## src/rtl/piso_serializer.sv

```systemverilog
`default_nettype none
// ----------------------------------------------------------------------------
// piso_serializer : parallel-in serial-out transmitter with gapless reload
// rev 1.0
// ----------------------------------------------------------------------------
module piso_serializer #(
  parameter int WIDTH      = 8,
  parameter bit MSB_FIRST  = 1'b1,
  parameter bit IDLE_LEVEL = 1'b0
) (
  input  logic             clk,
  input  logic             rst_n,
  input  logic             load_valid,
  output logic             load_ready,
  input  logic [WIDTH-1:0] d,
  output logic             q,
  output logic             q_valid,
  output logic             last
);

  localparam int CW = $clog2(WIDTH);
  localparam logic [CW-1:0] C_CNT_RELOAD = CW'(WIDTH - 1);

  typedef enum logic [0:0] {
    IDLE  = 1'b0,
    SHIFT = 1'b1
  } state_t;

  state_t           state_q, state_d;
  logic [WIDTH-1:0] sr_q, sr_d;
  logic [CW-1:0]    cnt_q, cnt_d;
  logic             q_q, q_d;
  logic             q_valid_q, q_valid_d;

  logic             accept;
  logic             first_bit;
  logic [WIDTH-1:0] sr_shifted;
  logic             next_bit;

  // The bit on q always mirrors the "head" end of sr, so after a shift the
  // next bit to send sits at the same end of the shifted register.
  generate
    if (MSB_FIRST) begin : g_msb_first
      assign first_bit  = d[WIDTH-1];
      assign sr_shifted = sr_q << 1;
      assign next_bit   = sr_shifted[WIDTH-1];
    end else begin : g_lsb_first
      assign first_bit  = d[0];
      assign sr_shifted = sr_q >> 1;
      assign next_bit   = sr_shifted[0];
    end
  endgenerate

  assign last       = q_valid_q & (cnt_q == '0);
  assign load_ready = (state_q == IDLE) | last;
  assign accept     = load_valid & load_ready;
  assign q          = q_q;
  assign q_valid    = q_valid_q;

  always_comb begin
    state_d   = state_q;
    sr_d      = sr_q;
    cnt_d     = cnt_q;
    q_d       = q_q;
    q_valid_d = q_valid_q;

    if (accept) begin
      sr_d      = d;
      q_d       = first_bit;
      q_valid_d = 1'b1;
      cnt_d     = C_CNT_RELOAD;
      state_d   = SHIFT;
    end else begin
      case (state_q)
        IDLE: begin
          q_d       = IDLE_LEVEL;
          q_valid_d = 1'b0;
        end
        SHIFT: begin
          if (cnt_q != '0) begin
            sr_d  = sr_shifted;
            q_d   = next_bit;
            cnt_d = cnt_q - 1'b1;
          end else begin
            state_d   = IDLE;
            q_d       = IDLE_LEVEL;
            q_valid_d = 1'b0;
          end
        end
        default: begin
          state_d   = IDLE;
          q_d       = IDLE_LEVEL;
          q_valid_d = 1'b0;
        end
      endcase
    end
  end

  always_ff @(posedge clk or negedge rst_n) begin
    if (!rst_n) begin
      state_q   <= IDLE;
      sr_q      <= '0;
      cnt_q     <= '0;
      q_q       <= IDLE_LEVEL;
      q_valid_q <= 1'b0;
    end else begin
      state_q   <= state_d;
      sr_q      <= sr_d;
      cnt_q     <= cnt_d;
      q_q       <= q_d;
      q_valid_q <= q_valid_d;
    end
  end

endmodule
`default_nettype wire

```

## config.mk

```make
export PLATFORM = sky130hd
export DESIGN_NAME = piso_serializer
export DESIGN_NICKNAME = d
export VERILOG_FILES = /design/src/rtl/piso_serializer.sv
export SDC_FILE = /design/constraint.sdc
export NUM_CORES = 1
export LEC_CHECK = 0
export CORE_MARGIN = 2
export CORE_UTILIZATION = 35
export CTS_CLUSTER_DIAMETER = 80
export DETAILED_ROUTE_END_ITERATION = 10
export SYNTH_ARGS = -nofsm -noshare
export SYNTH_HDL_FRONTEND = slang
export SYNTH_SLANG_ARGS = --single-unit
```

## constraint.sdc

```tcl
create_clock -name clk -period 1.3 [get_ports clk]
set_input_delay 0.13 -clock clk [delete_from_list [all_inputs] [get_ports clk]]
set_output_delay 0.13 -clock clk [all_outputs]
set_load 0.05 [all_outputs]
```

==> results of run 1 <==
-- cell usage after synthesis, types with 2 or more instances --
cell type	instances
sky130_fd_sc_hd__ha_1	2
sky130_fd_sc_hd__a221o_1	6
sky130_fd_sc_hd__inv_1	4
sky130_fd_sc_hd__nor2_1	2
sky130_fd_sc_hd__dfrtp_1	13
sky130_fd_sc_hd__and3_1	6
sky130_fd_sc_hd__nand3b_1	2
-- flip-flops by register name (all words and copies together) (netlist names) --
signal and cells:
q_valid 1, q 1, cnt_q 3, sr_q 7, state_q 1
-- power groups by stage --
stage               Sequential (uW)  Clock [uW]  Combinational, uW
global route                    807         292               1690
detailed placement              771           0               1400
global placement                765           0               1390
floorplan                       795           0                800
finish                          788         271               1580
CTS                             784         264               1560
-- layer usage --
| layer | track usage | up-vias | wire, um |
|---|---|---|---|
| li1 | - | 267 | - |
| met1 | 0.239 | 275 | 734 |
| met2 | 0.260 | 26 | 750 |
| met3 | 0.0462 | 5 | 106 |
| met4 | 0.0667 | 0 | 29 |
| met5 | 0 | - | 0 |
-- stage by stage --
step | std cells | utilization | setup slack (ns) | power [uW]
detailed placement | 100 | 0.534 | -0.0374 | 2170
floorplan | 54 | - | 0.0140 | 1590
global placement | 100 | 0.534 | -0.0247 | 2150
global route | 108 | 0.591 | -0.249 | 2790
CTS | 108 | 0.591 | -0.152 | 2600
finish | 108 | 0.591 | -0.178 | 2630
-- cell type report --
cell class / instances / share of cell area
multi-input combinational: 36 / 0.347
sequential: 13 / 0.318
timing repair buffer: 26 / 0.265
tap: 25 / 0.0303
clock buffer: 4 / 0.0255
inverter: 4 / 0.0145
-- worst paths after layout --
kind                            end  slack [ns]      from
setup / recovery               last       -0.18  cnt_q[0]
min in group clk                  q        0.45      d[7]
hold reg to reg             sr_q[3]        0.53   sr_q[3]
setup reg to reg            sr_q[6]       -0.07  cnt_q[1]
hold / removal             cnt_q[2]        0.13     rst_n
max in group asynchronous   state_q        0.99     rst_n
-- critical path, stage by stage (launching register included) --
cell	delay, ns
sky130_fd_sc_hd__dfrtp_1	0.38
sky130_fd_sc_hd__inv_2	0.08
sky130_fd_sc_hd__ha_4	0.13
sky130_fd_sc_hd__nand3b_1	0.12
sky130_fd_sc_hd__buf_6	0.16
sky130_fd_sc_hd__inv_2	0.06
sky130_fd_sc_hd__buf_12	0.13
-- what timing repair did --
item	CTS	global route
endpoints found under the setup margin	10	13
resized for setup	9	0
hold endpoints to repair	0	0
cloned	2	0
setup buffers	4	0
pin swaps	10	6
-- cells by family after synthesis --
family / share of synthesized area
adder cells (fa/ha/maj): 0.0384
multiplexers: 0.0154
buffers and inverters: 0.0537
AO/OA/AOI/OAI: 0.225
flip-flops: 0.499
AND/OR/NAND/NOR: 0.169
==> impl_table.tex, run 1 <==
\begin{tabular}{lr}
\hline
Metric & Value \\
\hline
\multicolumn{2}{l}{\textbf{Outcome}} \\
Outcome & finished with violations \\
Failing checks & negative setup slack \\
\multicolumn{2}{l}{\textbf{STA}} \\
Maximum frequency from static timing analysis & a little under 700 MHz \\
Worst hold-check slack & 0.135 ns \\
Fin. Hold Viols & 0 \\
Max Clock Skew & between 0.005 and 0.006 ns \\
Final setup violation count & 10 \\
Normalized max-slew margin & 0.836 \\
Slew at the pin with the worst max-slew slack & 0.246 ns \\
Post-layout minimum cycle time & 1.48 ns \\
Post-route fraction of the period consumed by the critical path & 1.14 \\
RSZ-0062 raised after global routing & yes \\
Worst setup slack after layout & -0.178 ns \\
Sum Neg Setup Slack & -0.779 ns \\
Number of max-slew violations in the final report & 0 \\
\multicolumn{2}{l}{\textbf{Finish}} \\
Proportion of layout cells with a drive suffix above 1 & 0.410 \\
Final design instance area without fill & about 1000 sq um \\
Multi-input logic area & between 300 and 400 sq um \\
Area overhead of the layout relative to synthesis & 58.3\% \\
Final-layout fill cell count & 141 \\
Area of all sequential standard cells & 328 sq um \\
Net count reported at finish & 97 \\
Number of diodes added for antenna fixing & 0 \\
Commonest cells after routing, fill and taps aside & 11 x sky130\_fd\_sc\_hd\_\_dfrtp\_1, 11 x sky130\_fd\_sc\_hd\_\_buf\_4, 10 x sky130\_fd\_sc\_hd\_\_clkdlybuf4s50\_1 \\
\multicolumn{2}{l}{\textbf{Logic synthesis}} \\
Yosys warning total & 0 \\
FFs w/ async S/R, synth & 1.00 \\
Library cell occupying the most area in the post-synthesis netlist & sky130\_fd\_sc\_hd\_\_dfrtp\_1 \\
Average size of a mapped cell & 12.1 sq um \\
Number of enable-type register cells in the synthesized netlist & 0 \\
Portion of synthesized cell area occupied by the leading cell type & 0.499 \\
Top post-synthesis cells by area & sky130\_fd\_sc\_hd\_\_dfrtp\_1 50\%, sky130\_fd\_sc\_hd\_\_a221o\_1 9.2\%, sky130\_fd\_sc\_hd\_\_and3\_1 5.8\% \\
Share of synthesized area occupied by flip-flops and latches & 0.499 \\
Post-synthesis cell type count & 26 \\
Synthesized net count & 67 \\
Top flip-flop cell by instance count after synthesis & sky130\_fd\_sc\_hd\_\_dfrtp\_1 \\
Syn Inst Count & 54 \\
Flip-flop and latch count after synthesis & 13 \\
Post-Synthesis Cell Area & about 650 sq um \\
\multicolumn{2}{l}{\textbf{Clock network}} \\
CTS tree & yes \\
Count of hold buffers inserted by post-cts repair & 0 \\
Clock Tree Root & sky130\_fd\_sc\_hd\_\_clkbuf\_4 \\
Bufs on Longest Clock Path & 2 \\
CTS buffer count & 3 \\
Clock latency on the worst-skew pair & 0.29 ns \\
Clock transition at path regs & approximately 0.09 ns \\
CTS Sinks & 13 \\
Total number of H-tree levels & 1 \\
\multicolumn{2}{l}{\textbf{Global routing}} \\
Vias in the first global route & 576 \\
Total track usage & 0.173 \\
Wire length of the first global-routing pass & roughly 2600 um \\
Number of antenna violations at the first check in global routing & 0 \\
Aggregate global routing overflow & 0 \\
Pin count of the biggest net entering global routing & 14 \\
\multicolumn{2}{l}{\textbf{Hold path}} \\
HP Class & in -> async \\
\multicolumn{2}{l}{\textbf{Placement}} \\
Final RePlAce weighted congestion & $\sim$0.7 \\
Number of input and output port buffers inserted & 14 \\
Cell area reported after detailed placement & about 930 sq um \\
Placed wire-length estimate after detailed placement & 1060 um \\
\multicolumn{2}{l}{\textbf{Floorplanning}} \\
Initial cell density of the core & 0.373 \\
Total number of placement rows & 15 \\
Vertical die dimension & 47.2 um \\
Die boundary width & roughly 47 um \\
Core Footprint & 1750 sq um \\
Ports placed on the boundary & 15 \\
Total Die Area & between 2000 and 2500 sq um \\
\multicolumn{2}{l}{\textbf{Critical path}} \\
Kind of end point of the critical path & primary output \\
Maximum fanout encountered on the critical timing path & 2 \\
Kind of start point of the critical path & flip-flop \\
Number of cells on the worst reg-to-reg path & 6 \\
Worst EP arrival & 1.35 ns \\
Path type of the worst setup path & reg -> out \\
Required time of the critical path & 1.17 ns \\
\multicolumn{2}{l}{\textbf{Power}} \\
Peak supply drop & between 1 and 1.5 mV \\
Power dissipated by switching net loads & about 1100 uW \\
Power share of the clock group & 0.103 \\
Leakage power of the design & 0.000497 uW \\
Net switching fraction of the power & 0.402 \\
Combinational power share & 0.598 \\
Internal power summed over all cells & 1570 uW \\
Power per cell area & 2550 nW/um\^{}2 \\
Fraction of power consumed by sequential logic & 0.299 \\
\multicolumn{2}{l}{\textbf{Drt}} \\
Vias per inst & 5.31 \\
Final routed wire length divided by cell count & 15.0 um \\
DR iter-0 viols & 15 \\
Final ANT Viol Nets & 0 \\
Via Count & between 500 and 600 \\
Wire length after detailed routing & 1620 um \\
Number of iterations in the first detailed-routing pass & 4 \\
Residual DRC count & 0 \\
\multicolumn{2}{l}{\textbf{Flow run}} \\
Maxcap violations & 0 \\
\hline
\end{tabular}
Note: power is estimated with default switching activity, not from simulation.
==> inputs of run 2 (changes only) <==
Settings changed: SKIP_CTS_REPAIR_TIMING from default to 1.
==> run 2 against run 1 <==
Effect of this change:
- the run still ends with negative setup slack left
- sequential power is essentially flat
- register-to-register slack lost 0.03 ns
- die area unchanged
- hold slack improved by 0.0062 ns
- via count rose by 0.35%
- wire length rose by 2.0%
- non-clock buffer count is 1 higher
- power grew 0.28%
- fmax fell by 1.5%
- critical endpoint unchanged
==> impl_table.tex, run 2 (synthesized netlist as in run 1, its figures left out) <==
\begin{tabular}{lr}
\hline
Metric & Value \\
\hline
\multicolumn{2}{l}{\textbf{Finish}} \\
Non-Filler Instances & 109 (+0.93\%) \\
Proportion of layout cells with a drive suffix above 1 & 0.417 (+0.00703) \\
Reg with most FFs & sr\_q \\
Commonest cells after routing, fill and taps aside & 12 x sky130\_fd\_sc\_hd\_\_buf\_4, 11 x sky130\_fd\_sc\_hd\_\_dfrtp\_1, 10 x sky130\_fd\_sc\_hd\_\_clkdlybuf4s50\_1 \\
Most common cell after layout, fill and taps aside & sky130\_fd\_sc\_hd\_\_buf\_4 \\
Final design instance area without fill & 1040 sq um (+0.73\%) \\
Area overhead of the layout relative to synthesis & 59.5\% \\
Multi-input logic area & 358 sq um (unchanged) \\
Net count reported at finish & 98 (+1.0\%) \\
Max FFs per register & 7 (unchanged) \\
Final-layout fill cell count & 143 (+1.4\%) \\
Largest registers & sr\_q: 7 flops, cnt\_q: 3 flops \\
Area of all sequential standard cells & 328 sq um (unchanged) \\
Number of diodes added for antenna fixing & 0 (unchanged) \\
\multicolumn{2}{l}{\textbf{Floorplanning}} \\
Total Die Area & 2220 sq um (unchanged) \\
Total number of placement rows & 15 (unchanged) \\
Initial cell density of the core & 0.373 (unchanged) \\
Ports placed on the boundary & 15 (unchanged) \\
Die boundary width & 47.2 um (unchanged) \\
Core Footprint & 1750 sq um (unchanged) \\
Vertical die dimension & 47.2 um (unchanged) \\
\multicolumn{2}{l}{\textbf{STA}} \\
Post-route fraction of the period consumed by the critical path & 1.16 (+0.0179) \\
Final setup violation count & 10 (unchanged) \\
Post-layout minimum cycle time & 1.50 ns (+0.0233 ns) \\
Number of max-slew violations in the final report & 0 (unchanged) \\
Maximum frequency from static timing analysis & 666 MHz (-1.5\%) \\
Normalized max-slew margin & 0.830 (-0.00535) \\
Sum Neg Setup Slack & -1.00 ns (-0.225 ns) \\
RSZ-0062 raised after global routing & yes \\
Worst setup slack after layout & -0.202 ns (-0.0233 ns) \\
Fin. Hold Viols & 0 (unchanged) \\
Slew at the pin with the worst max-slew slack & 0.254 ns (+0.00803 ns) \\
Max Clock Skew & 0.00637 ns (+0.000977 ns) \\
\multicolumn{2}{l}{\textbf{Global routing}} \\
Wire length of the first global-routing pass & 2380 um (-9.0\%) \\
Number of antenna violations at the first check in global routing & 0 (unchanged) \\
Aggregate global routing overflow & 0 (unchanged) \\
Total track usage & 0.160 (-0.0134) \\
Vias in the first global route & 534 (-7.3\%) \\
Pin count of the biggest net entering global routing & 14 (unchanged) \\
\multicolumn{2}{l}{\textbf{Clock network}} \\
CTS buffer count & 3 (unchanged) \\
Clock Tree Root & sky130\_fd\_sc\_hd\_\_clkbuf\_4 \\
Clock transition at path regs & 0.09 ns (about the same) \\
CTS tree & yes \\
CTS Sinks & 13 (unchanged) \\
Bufs on Longest Clock Path & 2 (unchanged) \\
Total number of H-tree levels & 1 (unchanged) \\
Clock latency on the worst-skew pair & 0.28 ns (about the same) \\
\multicolumn{2}{l}{\textbf{Power}} \\
Power per cell area & 2540 nW/um\^{}2 (-0.44\%) \\
Peak supply drop & 1.37 mV (+1.2\%) \\
Total power consumption of the routed design & 2640 uW (+0.28\%) \\
Leakage power of the design & 0.000502 uW (+0.86\%) \\
\multicolumn{2}{l}{\textbf{Drt}} \\
Wire length after detailed routing & 1650 um (+2.0\%) \\
Final ANT Viol Nets & 0 (unchanged) \\
Final routed wire length divided by cell count & 15.2 um (+1.1\%) \\
Via Count & 575 (+0.35\%) \\
Vias per inst & 5.28 (-0.57\%) \\
Residual DRC count & 0 (unchanged) \\
DR iter-0 viols & 11 (-4) \\
Number of iterations in the first detailed-routing pass & 4 (unchanged) \\
\multicolumn{2}{l}{\textbf{Outcome}} \\
Outcome & finished with violations \\
Failing checks & negative setup slack \\
\multicolumn{2}{l}{\textbf{Critical path}} \\
Maximum fanout encountered on the critical timing path & 4 (+2) \\
Path type of the worst setup path & reg -> out \\
Number of cells on the worst reg-to-reg path & 6 (unchanged) \\
FF-to-FF Start & cnt\_q[1] \\
Worst-case register-to-register setup slack & -0.10 ns (-0.03 ns) \\
Required time of the critical path & 1.17 ns (about the same) \\
Endpoint of the worst-slack reg-to-reg timing path & sr\_q[4] \\
Kind of start point of the critical path & flip-flop \\
Kind of end point of the critical path & primary output \\
Worst EP arrival & 1.37 ns (+0.02 ns) \\
\multicolumn{2}{l}{\textbf{Placement}} \\
Placed wire-length estimate after detailed placement & 1060 um (unchanged) \\
Cell area reported after detailed placement & 932 sq um (unchanged) \\
Placement Setup Slack & -0.0374 ns (unchanged) \\
Final RePlAce weighted congestion & 0.722 (unchanged) \\
Number of input and output port buffers inserted & 14 (unchanged) \\
Instance count after placement with tap cells included & 100 (unchanged) \\
\multicolumn{2}{l}{\textbf{Flow run}} \\
Maxcap violations & 0 (unchanged) \\
\multicolumn{2}{l}{\textbf{Hold path}} \\
HP Class & in -> async \\
\hline
\end{tabular}
-- run 2: changes by cell type in the layout (fill, tap and decap cells not counted), sizes merged --
cell,delta
buf,+1
-- run 2: worst max path at each step --
| stage | from | end | slack (ns) | cells past startpoint |
|---|---|---|---|---|
| final | cnt_q[0] | last | -0.20 | 6 |
| after detailed placement | load_valid | sr_q[2] | -0.04 | 4 |
| after CTS | cnt_q[1] | load_ready | -0.29 | 6 |
| after floorplan | cnt_q[1] | sr_q[6] | 0.01 | 6 |
| after global routing | cnt_q[0] | last | -0.28 | 6 |
| after global placement | load_valid | sr_q[3] | -0.02 | 4 |
-- run 2: area by class of cell --
class                   count  share of cell area
multi-input cells          36               0.344
flip-flops and latches     13               0.315
repair buffers             27               0.271
well taps                  25              0.0301
clock buffers               4              0.0253
inverters                   4              0.0144
-- run 2: through the flow --
stage                     hold slack [ns]  utilization
final                               0.141        0.596
after global routing                0.145        0.596
after CTS                           0.148        0.549
after detailed placement            0.449        0.534
after global placement              0.457        0.534
after floorplan                    -0.166            -
-- run 2: worst max-delay path, cell delays in order, from the launching register on --
cell and delay (ns):
sky130_fd_sc_hd__dfrtp_1 0.38, sky130_fd_sc_hd__inv_2 0.08, sky130_fd_sc_hd__ha_4 0.15, sky130_fd_sc_hd__nand3b_1 0.13, sky130_fd_sc_hd__buf_6 0.16, sky130_fd_sc_hd__inv_2 0.06, sky130_fd_sc_hd__buf_12 0.13
-- run 2: power by group --
| group | internal (uW) | switching [uW] | total [uW] | leakage, uW |
|---|---|---|---|---|
| logic | 870 | 718 | 1590 | 0.000328 |
| clock network | 119 | 147 | 267 | 0.0000150 |
| registers | 597 | 189 | 786 | 0.000159 |
-- run 2: routing by layer --
layer  vias up  GRT usage  wire, um
met5         -          0         0
met3         3     0.0462        89
met4         0     0.0833        13
met1       282      0.212       774
li1        268          -         -
met2        22      0.236       775
